[src/rtl/inst_fetch.sv]
// Instruction-fetch stage: issues PC reads on a req/ack instruction bus,
// registers the returned word into the IF/ID register, absorbs decode
// back-pressure in a one-entry skid buffer and drops fetches killed by flush.
module inst_fetch #(
  parameter logic [31:0] RESET_ADDR = 32'hBFC00000,
  parameter logic [31:0] NOP_INST   = 32'h00000000
) (
  input  logic        clk,
  input  logic        rst,
  input  logic [31:0] pc,
  input  logic        flush,
  input  logic        id_stall,
  output logic        pc_stall,
  output logic        ibus_req,
  output logic [31:0] ibus_addr,
  input  logic        ibus_ack,
  input  logic [31:0] ibus_data,
  output logic [31:0] id_pc,
  output logic [31:0] id_inst,
  output logic        id_valid,
  output logic        id_adel
);

  localparam logic [1:0] S_IDLE    = 2'd0;
  localparam logic [1:0] S_REQ     = 2'd1;
  localparam logic [1:0] S_DISCARD = 2'd2;
  localparam logic [1:0] S_HOLD    = 2'd3;

  logic [1:0]  state_q, state_d;
  logic        ibus_req_q, ibus_req_d;
  logic [31:0] ibus_addr_q, ibus_addr_d;
  logic [31:0] id_pc_q, id_pc_d;
  logic [31:0] id_inst_q, id_inst_d;
  logic        id_valid_q, id_valid_d;
  logic        id_adel_q, id_adel_d;
  logic        skid_valid_q, skid_valid_d;
  logic [31:0] skid_pc_q, skid_pc_d;
  logic [31:0] skid_inst_q, skid_inst_d;
  logic        skid_adel_q, skid_adel_d;

  logic        slot_free;
  logic        accept;
  logic        load;
  logic [31:0] load_pc;
  logic [31:0] load_inst;
  logic        load_adel;

  assign slot_free = ~id_valid_q | ~id_stall;

  // Fetch FSM: decides bus activity, where a completed result goes and whether PC may advance
  always_comb begin
    state_d      = state_q;
    ibus_req_d   = ibus_req_q;
    ibus_addr_d  = ibus_addr_q;
    skid_valid_d = skid_valid_q;
    skid_pc_d    = skid_pc_q;
    skid_inst_d  = skid_inst_q;
    skid_adel_d  = skid_adel_q;
    accept       = 1'b0;
    load         = 1'b0;
    load_pc      = '0;
    load_inst    = NOP_INST;
    load_adel    = 1'b0;
    case (state_q)
      S_IDLE: begin
        if (!flush) begin
          if (pc[1:0] != 2'b00) begin
            // Misaligned: the result is produced locally with no bus access
            accept = 1'b1;
            if (slot_free) begin
              load      = 1'b1;
              load_pc   = pc;
              load_inst = NOP_INST;
              load_adel = 1'b1;
            end else begin
              skid_valid_d = 1'b1;
              skid_pc_d    = pc;
              skid_inst_d  = NOP_INST;
              skid_adel_d  = 1'b1;
              state_d      = S_HOLD;
            end
          end else begin
            ibus_addr_d = pc;
            ibus_req_d  = 1'b1;
            state_d     = S_REQ;
          end
        end
      end
      S_REQ: begin
        if (flush) begin
          if (ibus_ack) begin
            ibus_req_d = 1'b0;
            state_d    = S_IDLE;
          end else begin
            // Bus transaction must still complete; wait it out without using the data
            state_d = S_DISCARD;
          end
        end else if (ibus_ack) begin
          accept     = 1'b1;
          ibus_req_d = 1'b0;
          if (slot_free) begin
            load      = 1'b1;
            load_pc   = ibus_addr_q;
            load_inst = ibus_data;
            load_adel = 1'b0;
            state_d   = S_IDLE;
          end else begin
            skid_valid_d = 1'b1;
            skid_pc_d    = ibus_addr_q;
            skid_inst_d  = ibus_data;
            skid_adel_d  = 1'b0;
            state_d      = S_HOLD;
          end
        end
      end
      S_DISCARD: begin
        if (ibus_ack) begin
          ibus_req_d = 1'b0;
          state_d    = S_IDLE;
        end
      end
      default: begin
        if (flush) begin
          skid_valid_d = 1'b0;
          state_d      = S_IDLE;
        end else if (!id_stall) begin
          load         = 1'b1;
          load_pc      = skid_pc_q;
          load_inst    = skid_inst_q;
          load_adel    = skid_adel_q;
          skid_valid_d = 1'b0;
          state_d      = S_IDLE;
        end
      end
    endcase
  end

  // IF/ID register next value: flush beats a new load, which beats a bubble
  always_comb begin
    id_pc_d    = id_pc_q;
    id_inst_d  = id_inst_q;
    id_valid_d = id_valid_q;
    id_adel_d  = id_adel_q;
    if (flush) begin
      id_valid_d = 1'b0;
      id_inst_d  = NOP_INST;
      id_adel_d  = 1'b0;
    end else if (load) begin
      id_pc_d    = load_pc;
      id_inst_d  = load_inst;
      id_valid_d = 1'b1;
      id_adel_d  = load_adel;
    end else if (!id_stall) begin
      id_valid_d = 1'b0;
      id_inst_d  = NOP_INST;
    end
  end

  // State, bus and IF/ID registers with asynchronous reset
  always_ff @(posedge clk or posedge rst) begin
    if (rst) begin
      state_q      <= S_IDLE;
      ibus_req_q   <= 1'b0;
      ibus_addr_q  <= RESET_ADDR;
      id_pc_q      <= '0;
      id_inst_q    <= NOP_INST;
      id_valid_q   <= 1'b0;
      id_adel_q    <= 1'b0;
      skid_valid_q <= 1'b0;
      skid_pc_q    <= '0;
      skid_inst_q  <= NOP_INST;
      skid_adel_q  <= 1'b0;
    end else begin
      state_q      <= state_d;
      ibus_req_q   <= ibus_req_d;
      ibus_addr_q  <= ibus_addr_d;
      id_pc_q      <= id_pc_d;
      id_inst_q    <= id_inst_d;
      id_valid_q   <= id_valid_d;
      id_adel_q    <= id_adel_d;
      skid_valid_q <= skid_valid_d;
      skid_pc_q    <= skid_pc_d;
      skid_inst_q  <= skid_inst_d;
      skid_adel_q  <= skid_adel_d;
    end
  end

  assign pc_stall  = ~(accept | flush);
  assign ibus_req  = ibus_req_q;
  assign ibus_addr = ibus_addr_q;
  assign id_pc     = id_pc_q;
  assign id_inst   = id_inst_q;
  assign id_valid  = id_valid_q;
  assign id_adel   = id_adel_q;

endmodule

[config.mk]
export PLATFORM = sky130hd
export DESIGN_NAME = inst_fetch
export DESIGN_NICKNAME = d
export VERILOG_FILES = /design/src/rtl/inst_fetch.sv
export SDC_FILE = /design/constraint.sdc
export NUM_CORES = 1
export LEC_CHECK = 0
export BUFFER_PORTS_ARGS = -buffer_cell sky130_fd_sc_hd__buf_2
export CORE_UTILIZATION = 50
export CTS_CLUSTER_DIAMETER = 50
export CTS_CLUSTER_SIZE = 8
export DETAILED_ROUTE_END_ITERATION = 8
export PLACE_DENSITY_LB_ADDON = 0.25
export SLEW_MARGIN = 20
export SYNTH_ARGS = -nofsm -noshare
export SYNTH_HDL_FRONTEND = slang
export SYNTH_SLANG_ARGS = --single-unit
[constraint.sdc]
create_clock -name clk -period 6.8 [get_ports clk]
set_input_delay 0.68 -clock clk [delete_from_list [all_inputs] [get_ports clk]]
set_output_delay 0.68 -clock clk [all_outputs]
set_load 0.05 [all_outputs]
After elaboration in Yosys (flattened, before gate mapping):

Cells that the tools add are included.

* bitwise gates (word level): 7
* reductions and logical operators: 12
* muxes and demuxes: 69
* equal/unequal tests: 15

Operators by type and width (number)
* $mux W32: 23
* $pmux W32 S2: 3
* $pmux W32 S3: 1
* $mux W1: 26
* $mux W2: 10
* $ne A2 B2 Y1 const B: 8
* $pmux W1 S2: 4
* $reduce_bool A2 Y1: 4
* $reduce_and A7 Y1: 1
* $ne A3 B3 Y1 const B: 2
* $pmux W2 S3: 1
* $ne A5 B2 Y1 const B: 1
* $not A1 Y1: 5
* $reduce_and A5 Y1: 1
* $reduce_and A4 Y1: 1
* $reduce_or A2 Y1: 2
* $ne A3 B2 Y1 const B: 1
* $pmux W1 S3: 1
* $reduce_and A3 Y1: 1
* $eq A2 B1 Y1 const B: 1
* $eq A2 B2 Y1 const B: 1
* $logic_not A2 Y1: 1
* $ne A2 B1 Y1 const B: 1
* $or A1 B1 Y1: 2
* $reduce_and A2 Y1: 1

* input port bits: 69
* register bits: 166

Longest topological paths before layout:

* depth after elaboration: 8
* gate-level depth with buffers: 10
* depth with buffers taken out: 6

Least setup slack after synthesis:

OpenSTA, ideal clock, no wires.

* path kind: input-to-output
* start point: in ibus_ack
* end point: out pc_stall
* cell stages on the path: 4
* path buffers: 1
* arrival time: 1.908 ns
* path slack: 4.212 ns
* path through: and2_1 buf_2 nand2b_1 nor2_1

* cells in the longest elaborated chain, start to end: 5

RTL lines
* start, declared: line 16 `input logic ibus_ack,`
* $mux W1: line 98 `end else if (ibus_ack) begin`
* $mux W1: line 90 `if (flush) begin`
* $pmux W1 S2: line 64 `case (state_q)`
* $or A1 B1 Y1: line 188 `assign pc_stall = ~(accept | flush);`
* $not A1 Y1: line 188
* end, declared: line 13 `output logic pc_stall,`

No other way between the ends.

Final worst setup path:

* start point: reg state_q[1]
* end point: out pc_stall

* cells in the longest elaborated chain, start to end: 4

RTL lines
* start, declared: line 29 `logic [1:0] state_q, state_d;`
* start signal, assigned: line 174 `state_q <= state_d;`
* $eq A2 B1 Y1 or $logic_not A2 Y1 (tied branches): line 64
* $pmux W1 S2 *: line 64
* $or A1 B1 Y1 *: line 188
* $not A1 Y1 *: line 188

Every way passes the cells marked *; elsewhere a longest branch is shown, timed or not.

==> run metrics <==
largest net degree at the start of global routing=103; cell area after synthesis=0.007443 mm2; site row count=44; postcts setup bufs=0; clock tree root driver cell=clkbuf_16; Seq/Total Area, Yosys=55.96%; Area growth syn-to-layout=19.01%; register area=0.004165 mm2; GR Util All Layers=23.73%; #FFs+latches synth=166; num ports=169; clock transition at the registers of the reported paths=60 ps; CTS tree=done; drt wl/cell=17.72 um; layout filler cell count=1,212; asr flop ratio synth=100.0%; routed wire length=17,740 um; Port Buffers=168; Required @ worst endpoint=6120 ps; final max-slew violation count=0; CTS buffer count=17; multi-input logic area=0.002943 mm2; initial DRC count=510; DRC viols=0; Syn Area/Cell=11.11 um2; first-pass GRT wire length=27,810 um; htree depth=4; # clock sinks=166; Clock Path Buffers=2; Initial DRT Pass Iterations=6; fin nets=876; number of routed nets with antenna violations=0; routability cong.=0.7633; drt via density=5.885; Crit. End Element=primary output; number of global-route vias before repair=5,493; dpl ws=2977 ps; clk_lat worst skew=420 ps; Yosys warnings=0; layout cells sized above 1=28.19%; Final min period=3628 ps; Cells after Synth=670; starting density of the core=51.21%; fin crit share=53.35%; Leakage=4.126 nW; top_reg_cell synth=dfrtp_1; DP HPWL=11,180 um; hold buffers post-CTS=0; minimum hold slack=419.3 ps; PD cells=514.9 mW/mm2; Post-synth EDFFs=0; syn_nets=743; Worst setup SP type=flip-flop; Die ar.=0.01538 mm2; synth unique cells=37; f_max=0.2757 GHz; Clock Skew=8.012 ps; max_cap viols=0; crit path max fanout=102; min setup slack post-route=3172 ps; Worst Path Arrival=2950 ps; Setup CP Type=flip-flop to primary output; die height=124.0 um; status=finished, final reports clean; GRT overflow=0; Chip Width=124.0 um; worst-margin pin slew=1024 ps; initial antenna violation count=1; TNS Setup=0 ps; Vias=5,891; Max VDD drop=233.7 uV; Resize count post-CTS=0; Final Power=0.004561 W; RSZ-0062 raised after global routing=no; worst hold path class=input port to async pin; final setup vio count=0; relative slew slack=31.72%; final hold violations=0; core area=0.01453 mm2
[flip-flops by register name (all words and copies together) (netlist names)]
signal and flops:
id_pc 32, state_q 2, id_adel 1, id_valid 1, skid_adel_q 1, skid_inst_q 32, id_inst 32, skid_pc_q 32
ibus_req 1, ibus_addr 32
[cells by family after synthesis]
logic type	after synthesis	synth area share, %
adders and majority gates	4	0.6724
muxes	64	9.111
buffers and inverters	66	4.908
AOI/OAI and AO/OA	218	20.94
DFF	166	55.96
and+or+nand+nor	152	8.405
[where the power goes]
part	total (W)	internal [W]	switching [W]
Clock	0.000955	0.000579	0.000377
Sequential	0.00161	0.00137	0.000245
Combinational	0.00199	0.000541	0.00145
[final timing paths]
check | slack, ps | depth (start not counted) | startpoint | end
worst max-delay path | 3170 | 7 | state_q[1]$_DFFE_PP0P_ | pc_stall
worst min-delay path | 420 | 2 | rst | id_inst[5]$_DFFE_PP0P_
worst max register to register | 3440 | 7 | state_q[1]$_DFFE_PP0P_ | id_pc[29]$_DFFE_PP0P_
worst min register to register | 480 | 2 | id_pc[7]$_DFFE_PP0P_ | id_pc[7]$_DFFE_PP0P_
max in group asynchronous | 4910 | 3 | rst | skid_inst_q[7]$_DFFE_PP0P_
min in group clk | 480 | 2 | id_pc[7]$_DFFE_PP0P_ | id_pc[7]$_DFFE_PP0P_
[critical path, stage by stage (launching register included)]
cell	delay, ps
dfrtp_1	390
inv_1	140
ha_4	150
buf_6	670
and2_1	610
nand2b_1	300
nor2_1	50
buf_2	210
[per-layer routing]
layer,part of all wire (%),global-route usage [%],up-vias
met4,1.9,9.524,0
li1,-,-,2733
met3,6.5,4.945,25
met5,0,0,-
met2,49,37.60,239
met1,43,31.88,2894
[cells in the final DEF, fill, tap and decap left out, types with 4 or more instances in the layout]
cell type,instances
a21oi_1,6
a222oi_1,23
a22o_1,9
a22oi_1,9
a32oi_1,32
buf_2,168
buf_4,6
clkbuf_16,17
clkbuf_8,4
clkinv_2,4
dfrtp_1,157
dfstp_2,9
mux2_1,25
mux2_2,5
mux2i_1,34
nand2_1,134
o21ai_0,35
o21ai_1,66
o2bb2ai_1,32
[synth_stat cells (5+ instances only)]
library cell	count	area, um2
nand2_1	134	503.0
mux2_2	5	56.30
o21ai_1	66	330.3
clkbuf_1	20	75.07
dfstp_2	9	236.5
a22o_1	9	78.83
o21ai_0	35	175.2
buf_4	16	120.1
o2bb2ai_1	32	280.3
a21oi_1	6	30.03
mux2i_1	34	340.3
a22oi_1	9	67.56
a222oi_1	23	230.2
a32oi_1	32	280.3
mux2_1	25	281.5
dfrtp_1	157	3929
buf_2	20	100.1
[through the flow]
step	std cells	area, um2	util, %
after floorplan	670	7443	-
after global placement	967	8250	56.77
after detailed placement	967	8250	56.77
after CTS	999	8840	60.82
after global routing	1000	8856	60.93
final	1001	8859	60.95
[final cells by class]
class,count,share of cell area (%)
Sequential cell,166,47.02
Multi-Input combinational cell,438,33.22
Timing Repair Buffer,176,10.25
Clock buffer,24,5.551
Tap cell,184,2.599
Clock inverter,8,1.102
Inverter,4,0.2260
Antenna cell,1,0.02825
Note: power is estimated with default switching activity, not from simulation.
